==> src/rtl/pci_tl_pkg.sv <==
// Shared definitions for the transmit-logic drain path.
//   DEST_D0 / DEST_D1  : destination tags carried on dest_out and used as grant index
//   drain_state_t      : state encoding of the drain FSM (exposed on state_dbg)
//   DEFAULT_*_WIDTH    : default word / counter widths
package pci_tl_pkg;

  localparam logic DEST_D0 = 1'b0;
  localparam logic DEST_D1 = 1'b1;

  localparam int DEFAULT_DATA_WIDTH = 6;
  localparam int DEFAULT_CNT_WIDTH  = 5;

  typedef enum logic [1:0] {
    ST_IDLE = 2'd0,
    ST_WAIT = 2'd1,
    ST_SEND = 2'd2
  } drain_state_t;

endpackage

==> src/rtl/rr_arbiter_2.sv <==
// Two-requester round-robin arbiter with a registered pointer.
//   clk, reset : clock, asynchronous active-low reset (pointer -> D0)
//   req[1:0]   : req[0] = D0 has data, req[1] = D1 has data
//   advance    : a grant is being consumed this cycle; pointer moves past it
//   gnt        : granted side (DEST_D0 / DEST_D1); meaningful when |req
module rr_arbiter_2
  import pci_tl_pkg::*;
(
  input  logic       clk,
  input  logic       reset,
  input  logic [1:0] req,
  input  logic       advance,
  output logic       gnt
);

  logic ptr_q;

  // A lone requester wins outright; the pointer only breaks ties.
  always_comb begin
    gnt = ptr_q;
    case (req)
      2'b01:   gnt = DEST_D0;
      2'b10:   gnt = DEST_D1;
      default: gnt = ptr_q;
    endcase
  end

  always_ff @(posedge clk or negedge reset) begin
    if (!reset) begin
      ptr_q <= DEST_D0;
    end else if (advance) begin
      ptr_q <= ~gnt;
    end
  end

endmodule

==> src/rtl/dest_drain_arbiter.sv <==
// Drains the D0/D1 destination FIFOs onto one tagged valid/ready stream.
// Optional feature macro: DRAIN_COUNT_EN (per-destination delivery counters).
//   clk, reset            : clock, asynchronous active-low reset
//   active_in             : new pops allowed
//   empty_D0/1            : FIFO empty flags
//   data_in_D0/1          : FIFO registered read data (valid the cycle after a pop)
//   D0_pop/D1_pop         : pop strobes (at most one high)
//   data_out/dest_out     : delivered word and its source tag
//   valid_out/ready_in    : output handshake
//   state_dbg             : current FSM state
//   count_D0/1, count_clear : delivery counters and synchronous clear (DRAIN_COUNT_EN)
//
// Handshake: a word transfers on every rising edge where valid_out && ready_in.
// While valid_out is high and ready_in is low, data_out/dest_out hold stable and
// valid_out stays high. valid_out never depends combinationally on ready_in.
module dest_drain_arbiter
  import pci_tl_pkg::*;
#(
  parameter int DATA_WIDTH = DEFAULT_DATA_WIDTH
`ifdef DRAIN_COUNT_EN
  ,
  parameter int CNT_WIDTH  = DEFAULT_CNT_WIDTH
`endif
) (
  input  logic                  clk,
  input  logic                  reset,
  input  logic                  active_in,
  input  logic                  empty_D0,
  input  logic                  empty_D1,
  input  logic [DATA_WIDTH-1:0] data_in_D0,
  input  logic [DATA_WIDTH-1:0] data_in_D1,
  output logic                  D0_pop,
  output logic                  D1_pop,
  output logic [DATA_WIDTH-1:0] data_out,
  output logic                  dest_out,
  output logic                  valid_out,
  input  logic                  ready_in,
  output drain_state_t          state_dbg
`ifdef DRAIN_COUNT_EN
  ,
  output logic [CNT_WIDTH-1:0]  count_D0,
  output logic [CNT_WIDTH-1:0]  count_D1,
  input  logic                  count_clear
`endif
);

  drain_state_t state_q, state_d;
  logic         grant_q;
  logic         gnt;
  logic [1:0]   req;
  logic         can_pop;

  assign req = {~empty_D1, ~empty_D0};

  // Reset is folded in so pops are held low while reset is asserted even
  // though they are combinational from the FIFO flags.
  assign can_pop = reset && active_in && (|req) &&
                   ((state_q == ST_IDLE) || ((state_q == ST_SEND) && ready_in));

  rr_arbiter_2 u_rr (
    .clk     (clk),
    .reset   (reset),
    .req     (req),
    .advance (can_pop),
    .gnt     (gnt)
  );

  // State register
  always_ff @(posedge clk or negedge reset) begin
    if (!reset) begin
      state_q <= ST_IDLE;
    end else begin
      state_q <= state_d;
    end
  end

  // Next-state logic
  always_comb begin
    state_d = state_q;
    case (state_q)
      ST_IDLE: if (can_pop) state_d = ST_WAIT;
      ST_WAIT: state_d = ST_SEND;
      ST_SEND: begin
        if (ready_in) state_d = can_pop ? ST_WAIT : ST_IDLE;
      end
      default: state_d = ST_IDLE;
    endcase
  end

  // Output logic: pop strobes
  always_comb begin
    D0_pop = can_pop && (gnt == DEST_D0);
    D1_pop = can_pop && (gnt == DEST_D1);
  end

  assign state_dbg = state_q;

  // Output register. The FIFO read data is only valid in WAIT, so the word is
  // captured there; in SEND everything holds until the handshake completes.
  always_ff @(posedge clk or negedge reset) begin
    if (!reset) begin
      grant_q   <= DEST_D0;
      data_out  <= '0;
      dest_out  <= DEST_D0;
      valid_out <= 1'b0;
    end else begin
      if (can_pop) grant_q <= gnt;
      case (state_q)
        ST_WAIT: begin
          data_out  <= (grant_q == DEST_D1) ? data_in_D1 : data_in_D0;
          dest_out  <= grant_q;
          valid_out <= 1'b1;
        end
        ST_SEND: begin
          if (ready_in) valid_out <= 1'b0;
        end
        default: ;
      endcase
    end
  end

`ifdef DRAIN_COUNT_EN
  logic accept;
  assign accept = valid_out && ready_in;

  // Saturating delivery counters; clear has priority over a same-cycle increment.
  always_ff @(posedge clk or negedge reset) begin
    if (!reset) begin
      count_D0 <= '0;
      count_D1 <= '0;
    end else if (count_clear) begin
      count_D0 <= '0;
      count_D1 <= '0;
    end else begin
      if (accept && (dest_out == DEST_D0) && (count_D0 != '1))
        count_D0 <= count_D0 + CNT_WIDTH'(1);
      if (accept && (dest_out == DEST_D1) && (count_D1 != '1))
        count_D1 <= count_D1 + CNT_WIDTH'(1);
    end
  end
`endif

endmodule

==> config.mk <==
export PLATFORM = sky130hd
export DESIGN_NAME = dest_drain_arbiter
export DESIGN_NICKNAME = d
export VERILOG_FILES = /design/src/rtl/pci_tl_pkg.sv /design/src/rtl/rr_arbiter_2.sv /design/src/rtl/dest_drain_arbiter.sv
export SDC_FILE = /design/constraint.sdc
export NUM_CORES = 1
export LEC_CHECK = 0
export ABC_CLOCK_PERIOD_IN_PS = 1410
export BUFFER_PORTS_ARGS = -buffer_cell sky130_fd_sc_hd__buf_2
export CORE_AREA = 8 8 45 47
export CTS_BUF_LIST = sky130_fd_sc_hd__clkbuf_8
export DETAILED_ROUTE_END_ITERATION = 10
export DIE_AREA = 0 0 53 55
export PLACE_DENSITY = 0.77
export SYNTH_ARGS = -nofsm -noshare
export SYNTH_HDL_FRONTEND = slang
export SYNTH_SLANG_ARGS = --single-unit
==> constraint.sdc <==
create_clock -name clk -period 1.41 [get_ports clk]
set_input_delay 0.2115 -clock clk [delete_from_list [all_inputs] [get_ports clk]]
set_output_delay 0.2115 -clock clk [all_outputs]
set_load 0.1 [all_outputs]
======== Yosys cells after proc, flatten, opt, wreduce, memory -nomap -nowiden ========
Index checks and enable logic that the tools add are counted.
storage, ports and cells
  flip-flop bits (word level) ............. 12
  bits in latches ......................... 0
  memory bits (writable) .................. 0
  bits in read-only memories .............. 0
  bits of input ports ..................... 18
  output and inout bits ................... 12
  memories kept ........................... 0
operators by class
  $add $sub $neg .......................... 0
  multiply operators ...................... 0
  div/mod/pow operators ................... 0
  $lt $le $gt $ge ......................... 0
  eq/ne operators ......................... 6
  shift-type cells ........................ 0
  mux-type cells .......................... 8
  bitwise gates (word level) .............. 3
  reductions and logical operators ........ 12
operator list
  cell                  number
  $logic_and A1 B1 Y1   6
  $mux W6               1
  $pmux W2 S3           1
  $eq A2 B1 Y1 const B  2
  $eq A2 B2 Y1 const B  2
  $mux W2               2
  $ne A2 B2 Y1 const B  2
  $pmux W1 S2           2
  $reduce_and A2 Y1     2
  $not A1 Y1            3
  $logic_not A2 Y1      1
  $mux W1               2
  $reduce_bool A2 Y1    1
  $reduce_or A2 Y1      1
  $logic_or A1 B1 Y1    1

======== Depth between registers and ports, before layout ========
  depth after elaboration ................. 7
  mapped depth ............................ 4
  depth with buffers taken out ............ 4

======== By module ========
A second synthesis with hierarchy kept.
second synthesis, totals
  cells, all modules ...................... 56
  area total of the unflattened synthesis .. 591.8 um^2
by module, submodules not included
  module              instances  cells an instance  area an instance (um^2)  sequential area each (um^2)
  dest_drain_arbiter  1          47                 500.5                    275.3
  rr_arbiter_2        1          9                  91.3                     25.0

======== Worst setup path before layout ========
No wires, ideal clock.
  path kind ............................... register to output
  start point ............................. register state_q[1], in the netlist state_dbg[1]
  end point ............................... output port D0_pop
  arrival ................................. 2.552 ns
  required time ........................... 1.199 ns
  slack ................................... -1.354 ns
  cell stages (with the launch flop) ...... 4
  buffers on the path ..................... 0
  path through ............................ dfrtp_1 > nand2b_1 > nand4_4 > nor2b_1
on the way
  word-level cells in the longest chain between the ends .. 5
ends and longest elaborated chain
  what                    line                      source
  start, declared         dest_drain_arbiter.sv:47  drain_state_t state_q, state_d;
  start signal, assigned  dest_drain_arbiter.sv:73  state_q <= state_d;
  $eq A2 B2 Y1            dest_drain_arbiter.sv:58  ((state_q == ST_IDLE) || ((state_q == ST_SEND) && ready_in));
  $logic_and A1 B1 Y1     dest_drain_arbiter.sv:58
  $logic_or A1 B1 Y1 *    dest_drain_arbiter.sv:58
  $logic_and A1 B1 Y1 *   dest_drain_arbiter.sv:57  assign can_pop = reset && active_in && (|req) &&
  $logic_and A1 B1 Y1 *   dest_drain_arbiter.sv:92  D0_pop = can_pop && (gnt == DEST_D0);
  end, declared           dest_drain_arbiter.sv:32  output logic D0_pop,
Every way passes the cells marked *; elsewhere a longest branch is shown, timed or not.

======== Worst setup path after layout ========
  start point ............................. register state_q[0], in the netlist state_dbg[0]
  end point ............................... output port D0_pop
Same word-level chain as after synthesis.

==> flow_summary.toml <==
[sta]
rsz0062_at_grt = "true"
fmax_mhz = 664
hold_slack_ns = 0.270
timing.final.crit_period_ns = 1.51
skew_ns = 0.00468
timing.final.crit_share_pct = 107
finalHoldViolations = 0
final-max-slew-violation-count = 0
slew_headroom_pct = 67.6
tightest_slew_ns = 0.490
fin_ws_ns = -0.0968
finalSetupViolCount = 2

[worst_setup_path]
crit_path_end_kind = "output port"
cp.arrival_ns = 1.30
worstPathMaxFanout = 4
setup.worst_path.start_class = "register"
r2r_setup_slack_ns = 0.12
r2r_cells = 4
worstSetupPathType = "register to output port"
worst_ep_required_time_ns = 1.20

[clock_tree]
htree_num_levels = 1
root_buffer = "clkbuf_8"
tritoncts = "built"
clk_pin_slew_ns = 0.05
clkLatencyLatePin_ns = 0.23
numCtsBuffers = 3
cts.sinks = 12
max-clock-path-buffers = 2

[floorplanning]
fp.coreArea_mm2 = 0.00138
ios = 30
die_width_um = 53
dieArea_mm2 = 0.00292
fp.dieH_um = 55
row_count = 14
start_util_pct = 41.6

[global_routing]
grtUsageTotal_pct = 10.6
grt_pass1_vias = 529
grt_max_degree = 16
grt_pass1_wl_um = 2280
antenna_found_initial = 0
grt-ovfl-total = 0

[layout]
layout.nets = 112
diodes = 0
syn2layout_area_growth_pct = 57.6
n_fill_cell = 109
multi_input_area_um2 = 284
regArea_um2 = 308
drive_gt1_share_pct = 52.7

[synth]
synth_top_area_share_pct = 52.2
ys_top_cells_by_area = "dfrtp_1, mux2i_1, o21ai_0"
synth.largest_area_cell = "dfrtp_1"
ys_warn_count = 0
synth_nets = 73
ys_ff_latch = 12
syn_area_um2 = 576
ys_seq_area_share_pct = 52.2
synth_area_per_cell_um2 = 10.9
synthCells = 53
synth.distinct_cells = 16

[outcome]
status = "finished, violations left"
violations = "negative setup slack"

[place]
place.gp.congestion = 0.787
dp.final_hpwl_um = 1130
place_ws_ns = -0.0515
portBuffers = 29

[routing]
detail_route.wl_per_cell_um = 13.1
dr_total_vias = 504
ant_nets = 0
routed_via_density = 4.71
drt_pass1_iterations = 4
drc = 0
drt_iter0_drc = 3
finalWirelength_um = 1410

[power_and_ir_drop]
powerDensity_mw_per_mm2 = 2220
p_leak_nw = 0.486
p_total_mw = 2.01
ir_drop_v = 0.000928

[min_path]
worstHoldPathType = "primary input to register"
holdPathStages = 3

[job]
drv_cap = 0
==> cells in the mapped netlist <==
cell type,number
dfrtp_1,12
mux2i_1,8
nand2_1,8
o21ai_0,7
inv_1,4
a21oi_1,2
ha_1,2
nand2b_1,2
buf_2,1
clkbuf_2,1
mux2_4,1
nand4_4,1
nor2_1,1
nor2_2,1
nor2b_1,1
o21ai_1,1
==> logic make-up (layout without fill, tap and decap cells) <==
group	count (synthesis)	in the layout	synth area share, %
and+or+nand+nor	14	14	13.9
buffers and inverters	6	44	4.35
adders and majority gates	2	2	4.35
AOI/OAI and AO/OA	10	10	8.69
muxes	9	9	16.5
DFF	12	12	52.2
==> layout by cell type (no fill, tap or decap) <==
cell type       n
buf_2          25
dfrtp_1        10
nand2_1         8
mux2i_1         7
o21ai_0         7
buf_4           7
inv_1           5
clkbuf_8        3
nor2_4          2
a21oi_1         2
ha_1            2
buf_12          2
dfrtp_4         2
nand2b_4        1
nand4_4         1
mux2i_2         1
nor2b_4         1
nand2b_2        1
o21ai_1         1
mux2_4          1
dlygate4sd3_1   1
clkbuf_4        1
==> flip-flops by register name, indices dropped and copies added (netlist names) <==
| signal | cells |
|---|---|
| data_out | 6 |
| state_dbg | 2 |
| u_rr.ptr_q | 1 |
| valid_out | 1 |
| dest_out | 1 |
| grant_q | 1 |
==> per-layer routing <==
metal | track usage [%] | part of all wire (%)
met3 | 7.22 | 16
met1 | 10.7 | 39
met5 | 0 | 0
met2 | 17.2 | 46
met4 | 3.88 | 0
==> worst max-delay path, cell delays in order, from the launching register on <==
cell	delay (ns)
dfrtp_4	0.49
nor2_4	0.11
nand4_4	0.13
nor2b_4	0.16
buf_12	0.18
==> per-stage QoR <==
stage                     cells  utilization (%)  cell area (um^2)  TNS [ns]
after global routing        107             65.6               907    -0.274
after global placement       99             59.4               822   -0.0291
after CTS                   106             64.6               895    -0.249
final                       107             65.6               907    -0.171
after detailed placement     99             59.4               822   -0.0972
after floorplan              53                -               614    -0.490
==> repair_timing <==
| item | CTS | global route |
|---|---|---|
| pin swaps | 2 | 1 |
| resized for setup | 1 | 2 |
| endpoints found under the hold margin | 12 | 0 |
| setup endpoints to repair | 2 | 10 |
| setup buffers | 2 | 1 |
| hold buffers | 1 | 0 |
==> power breakdown <==
group	leakage, nW	internal (mW)	switching (mW)
sequential	0.145	0.467	0.0984
combinational	0.313	0.258	0.887
clock	0.0269	0.190	0.108
==> final timing paths <==
kind | from | end
max | state_dbg[0]$_DFFE_PN0P_ | D0_pop
min | data_in_D0[4] | data_out[4]$_DFFE_PN0P_
max reg2reg | state_dbg[0]$_DFFE_PN0P_ | u_rr.ptr_q$_DFFE_PN0P_
min reg2reg | dest_out$_DFFE_PN0P_ | dest_out$_DFFE_PN0P_
max in group asynchronous | reset | state_dbg[1]$_DFFE_PN0P_
min in group asynchronous | reset | data_out[1]$_DFFE_PN0P_
==> layout make-up <==
type	count	share of cell area [%]
Multi-Input combinational cell	35	31.3
Tap cell	16	2.21
Inverter	4	1.66
Clock inverter	1	0.414
Sequential cell	12	33.9
Timing Repair Buffer	36	25.9
Clock buffer	3	4.55
No activity file was read; power rests on OpenSTA's default activity.
